<file path="config.mk">
export PLATFORM = sky130hd
export DESIGN_NAME = s_round_arb
export DESIGN_NICKNAME = d
export VERILOG_FILES = /design/src/rtl/arb_pkg.sv /design/src/rtl/fixed_prio_arb.sv /design/src/rtl/s_round_arb.sv
export SDC_FILE = /design/constraint.sdc
export NUM_CORES = 1
export LEC_CHECK = 0
export CAP_MARGIN = 20
export CORE_AREA = 2 2 39 41
export CTS_CLUSTER_DIAMETER = 50
export DETAILED_ROUTE_END_ITERATION = 7
export DIE_AREA = 0 0 41 43
export GPL_TIMING_DRIVEN = 0
export PLACE_DENSITY_LB_ADDON = 0.2
export SYNTH_ARGS = -nofsm -noshare
export SYNTH_HDL_FRONTEND = slang
export SYNTH_SLANG_ARGS = --single-unit
</file>
<file path="constraint.sdc">
create_clock -name clk -period 2.2 [get_ports clk]
set_clock_uncertainty 0.15 [all_clocks]
set_input_delay 0.22 -clock clk [delete_from_list [all_inputs] [get_ports clk]]
set_output_delay 0.22 -clock clk [all_outputs]
set_load 0.005 [all_outputs]
</file>
<file path="src/rtl/arb_pkg.sv">
// ----------------------------------------------------------------------------
// arb_pkg
//   Shared definitions for the round-robin arbiter slice.
//   - ARB_N_DEF : default requester count
//   - ptr_inc() : mod-n increment used to rotate the priority pointer
// ----------------------------------------------------------------------------
package arb_pkg;

   localparam int unsigned ARB_N_DEF = 4;

   // Next pointer after granting index p, wrapping n-1 -> 0.
   function automatic int unsigned ptr_inc(input int unsigned p, input int unsigned n);
      return (p >= n - 1) ? 0 : p + 1;
   endfunction

endpackage

</file>
<file path="src/rtl/fixed_prio_arb.sv">
// ----------------------------------------------------------------------------
// fixed_prio_arb
//   Combinational fixed-priority arbiter: the lowest set bit of req wins.
//   Ports:
//     req  in  [N-1:0]  request vector
//     gnt  out [N-1:0]  one-hot winner, or zero when req is zero
//     any  out          at least one request present
// ----------------------------------------------------------------------------
module fixed_prio_arb #(
   parameter int unsigned N = 4
) (
   input  logic [N-1:0] req,
   output logic [N-1:0] gnt,
   output logic         any
);

   // found[i] = some bit below i is already set; bit i wins only if none is.
   logic [N:0] found;

   assign found[0] = 1'b0;

   for (genvar i = 0; i < N; i++) begin : g_bit
      assign gnt[i]     = req[i] & ~found[i];
      assign found[i+1] = found[i] | req[i];
   end

   assign any = found[N];

endmodule

</file>
<file path="src/rtl/s_round_arb.sv">
// ----------------------------------------------------------------------------
// s_round_arb
//   Round-robin arbiter for N requesters with a registered one-hot grant.
//   The requester just granted becomes lowest priority on the next cycle.
//   gnt depends only on req/ptr sampled at the previous edge, so there is
//   no combinational req -> gnt path.
//   Ports:
//     clk   in           rising-edge clock
//     rstn  in           asynchronous active-low reset
//     req   in  [N-1:0]  request vector
//     gnt   out [N-1:0]  registered grant, one-hot or zero
// ----------------------------------------------------------------------------
module s_round_arb
   import arb_pkg::*;
#(
   parameter int unsigned N     = ARB_N_DEF,
   parameter int unsigned PTR_W = (N > 1) ? $clog2(N) : 1
) (
   input  logic         clk,
   input  logic         rstn,
   input  logic [N-1:0] req,
   output logic [N-1:0] gnt
);

   logic [PTR_W-1:0] ptr;
   logic [PTR_W-1:0] ptr_nxt;
   logic [N-1:0]     mask;
   logic [N-1:0]     req_m;
   logic [N-1:0]     gnt_m;
   logic [N-1:0]     gnt_u;
   logic [N-1:0]     gnt_sel;
   logic             any_m;
   logic             any_u;
   logic [PTR_W-1:0] win_idx;

   // Thermometer mask of bits at or above ptr: searching the masked vector
   // first, then the raw one, gives an upward search from ptr with wrap.
   for (genvar i = 0; i < N; i++) begin : g_mask
      assign mask[i] = (PTR_W'(i) >= ptr);
   end

   assign req_m = req & mask;

   fixed_prio_arb #(.N(N)) u_arb_masked (
      .req (req_m),
      .gnt (gnt_m),
      .any (any_m)
   );

   fixed_prio_arb #(.N(N)) u_arb_raw (
      .req (req),
      .gnt (gnt_u),
      .any (any_u)
   );

   assign gnt_sel = any_m ? gnt_m : gnt_u;

   // One-hot to binary; gnt_sel has at most one bit set.
   always_comb begin
      win_idx = '0;
      for (int i = 0; i < N; i++) begin
         if (gnt_sel[i]) win_idx = PTR_W'(i);
      end
   end

   assign ptr_nxt = PTR_W'(ptr_inc(32'(win_idx), N));

   always_ff @(posedge clk or negedge rstn) begin
      if (!rstn) begin
         gnt <= '0;
         ptr <= '0;
      end else begin
         gnt <= gnt_sel;
         // No request: hold priority where it is.
         if (any_u) ptr <= ptr_nxt;
      end
   end

endmodule

</file>
==> results of run 1 <==
registers in the layout, summed over array words and instances (netlist names):
signal	cells
gnt	4
ptr	2
layout make-up:
class                   count  area, um^2  share of cell area, %
clock buffers               3        22.5                   5.23
inverters                   2        7.51                   1.74
multi-input cells          23         140                   32.6
flip-flops and latches      6         150                   34.9
well taps                  16        20.0                   4.65
repair buffers              9        90.1                   20.9
report_power, final:
part	switching, mW	internal (mW)	total [mW]
logic	0.0816	0.100	0.182
registers	0.0423	0.150	0.193
clock network	0.0333	0.0613	0.0945
per-layer routing:
| layer | global-route usage [%] | vias up | wire length [um] |
|---|---|---|---|
| met5 | 0 | - | 0 |
| met4 | 10.0 | 0 | 0 |
| met2 | 12.5 | 16 | 307 |
| met3 | 1.57 | 0 | 63 |
| li1 | - | 141 | - |
| met1 | 10.1 | 127 | 252 |
worst min-delay path by stage:
stage	startpoint	depth (start not counted)	slack, ps	endpoint
final	rstn	1	70	ptr[1]$_DFFE_PN0P_
after global routing	rstn	1	80	ptr[0]$_DFFE_PN0P_
after CTS	rstn	1	60	ptr[1]$_DFFE_PN0P_
after detailed placement	rstn	1	330	ptr[1]$_DFFE_PN0P_
after global placement	rstn	1	320	gnt[2]$_DFF_PN0_
after floorplan	rstn	0	-230	gnt[0]$_DFF_PN0_
metrics by stage:
| step | hold WS (ps) | utilization (%) | instance area (um^2) |
|---|---|---|---|
| floorplan | -226 | - | 298 |
| global placement | 317 | 29.5 | 408 |
| detailed placement | 326 | 29.5 | 408 |
| CTS | 61.6 | 31.1 | 430 |
| global route | 80.5 | 31.1 | 430 |
| finish | 67.4 | 31.1 | 430 |
layout by cell type (no fill, tap or decap):
master	instances
a211oi_1	2
o21ai_0	3
a22oi_1	1
nor2b_2	1
clkbuf_4	3
o311a_1	1
dfrtp_1	6
inv_2	1
nor2b_1	1
clkdlybuf4s50_1	9
o221a_2	1
nand2_1	2
nor2_1	6
and3_1	1
a21oi_1	1
o31a_1	1
o31a_2	1
o22ai_1	1
inv_1	1
cell families (layout without fill, tap and decap cells):
kind of cell	Yosys count	in the layout	synth area share, %
compound gates	12	12	29.8
buf+inv	2	14	2.52
flops	6	6	50.4
simple gates	11	11	17.2
==> metrics.yaml, run 1 <==
fmax_ghz: 0.709
async_flop_share_pct: 100
track_usage_pct: 8.98
tns_ps: 0
drv_cap: 0
endpoint_kind: "output pin"
r2r_cells: 3
ir_worst_vdd_mv: 0.303
period_needed_ps: 1410
n_antenna_cell: 0
drt_pass1_iterations: 4
initial_core_util_pct: 21.5
slowest_stage: "clkdlybuf4s50_1"
cp_max_fo: 1
synth_area_leader_cell: "dfrtp_1"
num_rows: 14
vias_per_cell: 4.81
wire_per_inst_um: 10.6
synth.distinct_cells: 17
finalHoldViolations: 0
path_clk_slew_ps: 40
die_area_um2: 1760
setup_viol: 0
postCtsSetupRepairBufs: 0
synth_area_um2: 298
nets: 51
clock_latency_ps: 240
synth.avg_cell_area_um2: 9.61
critPathLaunchType: "flip-flop"
slew_violations: 0
cts_buffers: 3
crit_end: "gnt[3]"
worstPathArrival_ps: 1040
cpPeakStageDelay_ps: 490
yosysWarnings: 0
htree_num_levels: 1
instances_no_fill: 59
cts_tree: "done"
ant_nets: 0
reg2reg_to: "gnt[0]$_DFF_PN0_"
syn_inst: 31
rr_startpoint: "ptr[1]$_DFFE_PN0P_"
coreArea_um2: 1380
gp_congestion: 0.816
drtIter0Drc: 8
place_ws_ps: 604
ff2ff_setup_slack_ps: 910
drive_gt1_share_pct: 16.3
die_w_um: 41
ctsResizeCount: 0
status: "completed"
dpl.hpwl_um: 504
syn_to_final_growth_pct: 44.5
hold_buffers: 0
numPortBuffers: 9
cts_buffer_depth: 2
antenna_found_initial: 0
holdCritPathClass: "primary input to async pin"
grt_pass1_wl_um: 1030
synth_top_cells_by_count: "6 x dfrtp_1, 6 x nor2_1, 3 x o21ai_0, 2 x a211oi_1, 2 x nand2_1"
fin_ws_ps: 789
syn-num-nets: 37
setup.worst_path.class: "flip-flop to output pin"
crit_start: "gnt[3]$_DFF_PN0_"
root_buffer: "clkbuf_4"
p_total_mw: 0.469
power_leakage_nw: 0.185
synth_top_cell_area_share_pct: 50.4
die_h_um: 43
power_density_nw_per_um2: 1090
grt_pass1_vias: 269
vias: 284
grt_max_degree: 10
drc: 0
worst_pin_slew_ps: 268
ioPinCount: 10
cts.sinks: 6
ys_seq_elements: 6
synth_area_leaders: "dfrtp_1 50%, nor2_1 7.6%, o21ai_0 5.0%"
period_share_pct: 64.1
cp_top_family: "buffers and inverters"
synth-edff-count: 0
cp.depth: 1
dp.cells: 56
wl_um: 623
rsz0062_at_grt: "false"
relSlewSlack_pct: 82.2
crit_chain: "clkdlybuf4s50_1"
yosysSeqAreaShare_pct: 50.4
nFillCells: 135
cp_num_buf_inv: 1
cp.required_ps: 1830
yosys_most_used_dff: "dfrtp_1"
grt_overflow: 0
(Power assumes the default switching activity.)
==> run 2, diff against run 1 <==
clock period = 1.2 ns   (was 2.2 ns; I/O delays follow)
==> run 2 against run 1 <==
Effect of this change:
- the run now ends with negative setup slack left
- first-iteration DRC count up 25%
- combinational power grew to 3.0 times the previous value
- largest power group is now combinational cells
- setup slack got worse by 850 ps
- final cell count rose by 14%
- clock power rose by 86%
- wire length grew 47%
- flip-flop and latch count unchanged
- count of clock-buffer cells in the layout stayed put
- utilization is 5.8 points higher
- design area up 19%
- die area stayed put
==> metrics.yaml, run 2 (synthesis gave the netlist of run 1 again) <==
status: "complete, but fails checks"
failed_checks: "negative setup slack"
num_rows: 14  # unchanged
largest_register_ffs: 4  # unchanged
syn_to_final_growth_pct: 71.4
drive_gt1_share_pct: 41.2  # +25 points
clock_latency_ps: 240  # about the same
nets: 59  # +16%
cts.sinks: 6  # unchanged
multi_input_area_um2: 163  # +16%
antenna_found_initial: 0  # unchanged
htree_num_levels: 1  # unchanged
die_h_um: 43  # unchanged
drt_pass1_iterations: 4  # unchanged
cts_buffers: 3  # unchanged
top_register: "gnt"
n_antenna_cell: 0  # unchanged
crit_chain: "nor2b_4 -> buf_4 -> o21ai_0 -> o31a_1"
fin_ws_ps: -61.1  # -850 ps
r2r_cells: 4  # +1
ioPinCount: 10  # unchanged
cpPeakStageDelay_ps: 440  # -50 ps
vias: 330  # +16%
period_share_pct: 105
grt_max_degree: 8  # -2
rr_startpoint: "ptr[0]$_DFFE_PN0P_"
final_cell_mix: "7 x buf_4, 6 x dlygate4sd2_1, 4 x nor2_1, 4 x dfrtp_1"
drc: 0  # unchanged
wire_per_inst_um: 13.7  # +30%
drtIter0Drc: 10  # +2
grt_pass1_wl_um: 1130  # +10%
ir_worst_vdd_mv: 0.615  # +100%
power_density_nw_per_um2: 2130  # +95%
dp.cells: 56  # unchanged
endpoint_kind: "flip-flop"
cts_buffer_depth: 2  # unchanged
rsz0062_at_grt: "true"
holdCritPathClass: "primary input to flip-flop"
final_area_um2: 510  # +19%
grt_overflow: 0  # unchanged
root_buffer: "clkbuf_4"
p_total_mw: 1.09  # +130%
crit_end: "ptr[1]$_DFFE_PN0P_"
final_common_cell: "buf_4"
seq_area_um2: 153  # +1.7%
placed_cell_area_um2: 408  # unchanged
wl_um: 917  # +47%
worst_pin_slew_ps: 277  # +9.87 ps
slew_violations: 0  # unchanged
ff2ff_setup_slack_ps: -60  # -970 ps
slowest_stage: "dfrtp_2"
grt_pass1_vias: 303  # +13%
period_needed_ps: 1260
die_w_um: 41  # unchanged
initial_core_util_pct: 21.5  # unchanged
setup_viol: 3  # +3
cp.required_ps: 1220  # -610 ps
cp_num_buf_inv: 1  # unchanged
critPathLaunchType: "flip-flop"
finalHoldViolations: 0  # unchanged
tns_ps: -107  # -107 ps
whs_ps: 225  # +158 ps
ant_nets: 0  # unchanged
fmax_ghz: 0.793
dpl.hpwl_um: 504  # unchanged
cp_max_fo: 6  # +5
power_leakage_nw: 0.243  # +31%
worstPathArrival_ps: 1280  # +240 ps
setup.worst_path.class: "flip-flop to flip-flop"
gp_congestion: 0.816  # unchanged
instances_no_fill: 67  # +14%
path_clk_slew_ps: 40  # about the same
drv_cap: 0  # unchanged
cts_tree: "done"
cp.depth: 4  # +3
relSlewSlack_pct: 81.5  # -0.66 points
cp_top_family: "flip-flops"
track_usage_pct: 9.79  # +0.81 points
crit_start: "ptr[0]$_DFFE_PN0P_"
coreArea_um2: 1380  # unchanged
largestRegisters: "gnt: 4 flops, ptr: 2 flops"
vias_per_cell: 4.93  # +2.3%
reg2reg_to: "ptr[1]$_DFFE_PN0P_"
nFillCells: 135  # unchanged
die_area_um2: 1760  # unchanged
numPortBuffers: 9  # unchanged
[run 2: worst min path at each step]
| stage | depth (start not counted) | endpoint | slack (ps) | from |
|---|---|---|---|---|
| final | 2 | gnt[0]$_DFF_PN0_ | 230 | req[0] |
| after global routing | 2 | gnt[0]$_DFF_PN0_ | 220 | req[0] |
| after CTS | 2 | gnt[0]$_DFF_PN0_ | 180 | req[0] |
| after detailed placement | 1 | ptr[1]$_DFFE_PN0P_ | 230 | rstn |
| after global placement | 1 | gnt[2]$_DFF_PN0_ | 220 | rstn |
| after floorplan | 0 | gnt[0]$_DFF_PN0_ | -330 | rstn |
[run 2: final cells by class]
type                       instances  area share [%]
timing repair buffer              17            28.4
multi-input combinational         23            31.9
sequential                         6            29.9
tap                               16            3.92
clock buffer                       3            4.41
inverter                           2            1.47
[run 2: power by group]
part / total, mW / switching [mW] / leakage, nW / internal (mW)
Combinational: 0.549 / 0.238 / 0.156 / 0.312
Sequential: 0.361 / 0.0781 / 0.0730 / 0.283
Clock: 0.176 / 0.0634 / 0.0138 / 0.112
Total: 1.09 / 0.379 / 0.243 / 0.707
[run 2: layer usage]
layer	part of all wire (%)	GRT usage [%]
met4	0	12.0
met5	0	0
met3	5.8	1.57
met2	52	13.8
met1	42	10.5
[run 2: timing repair]
action	in CTS	in global routing
hold buffers	1	0
buffers inserted	5	2
endpoints found under the setup margin	7	5
pin swaps	1	1
gates resized for setup	8	7
hold endpoints to repair	6	0
[run 2: through the flow]
stage	worst slack [ps]	utilization (%)
after floorplan	15.5	-
after global placement	-294	29.5
after detailed placement	-296	29.5
after CTS	-3.31	34.4
after global routing	-134	36.9
final	-61.1	36.9
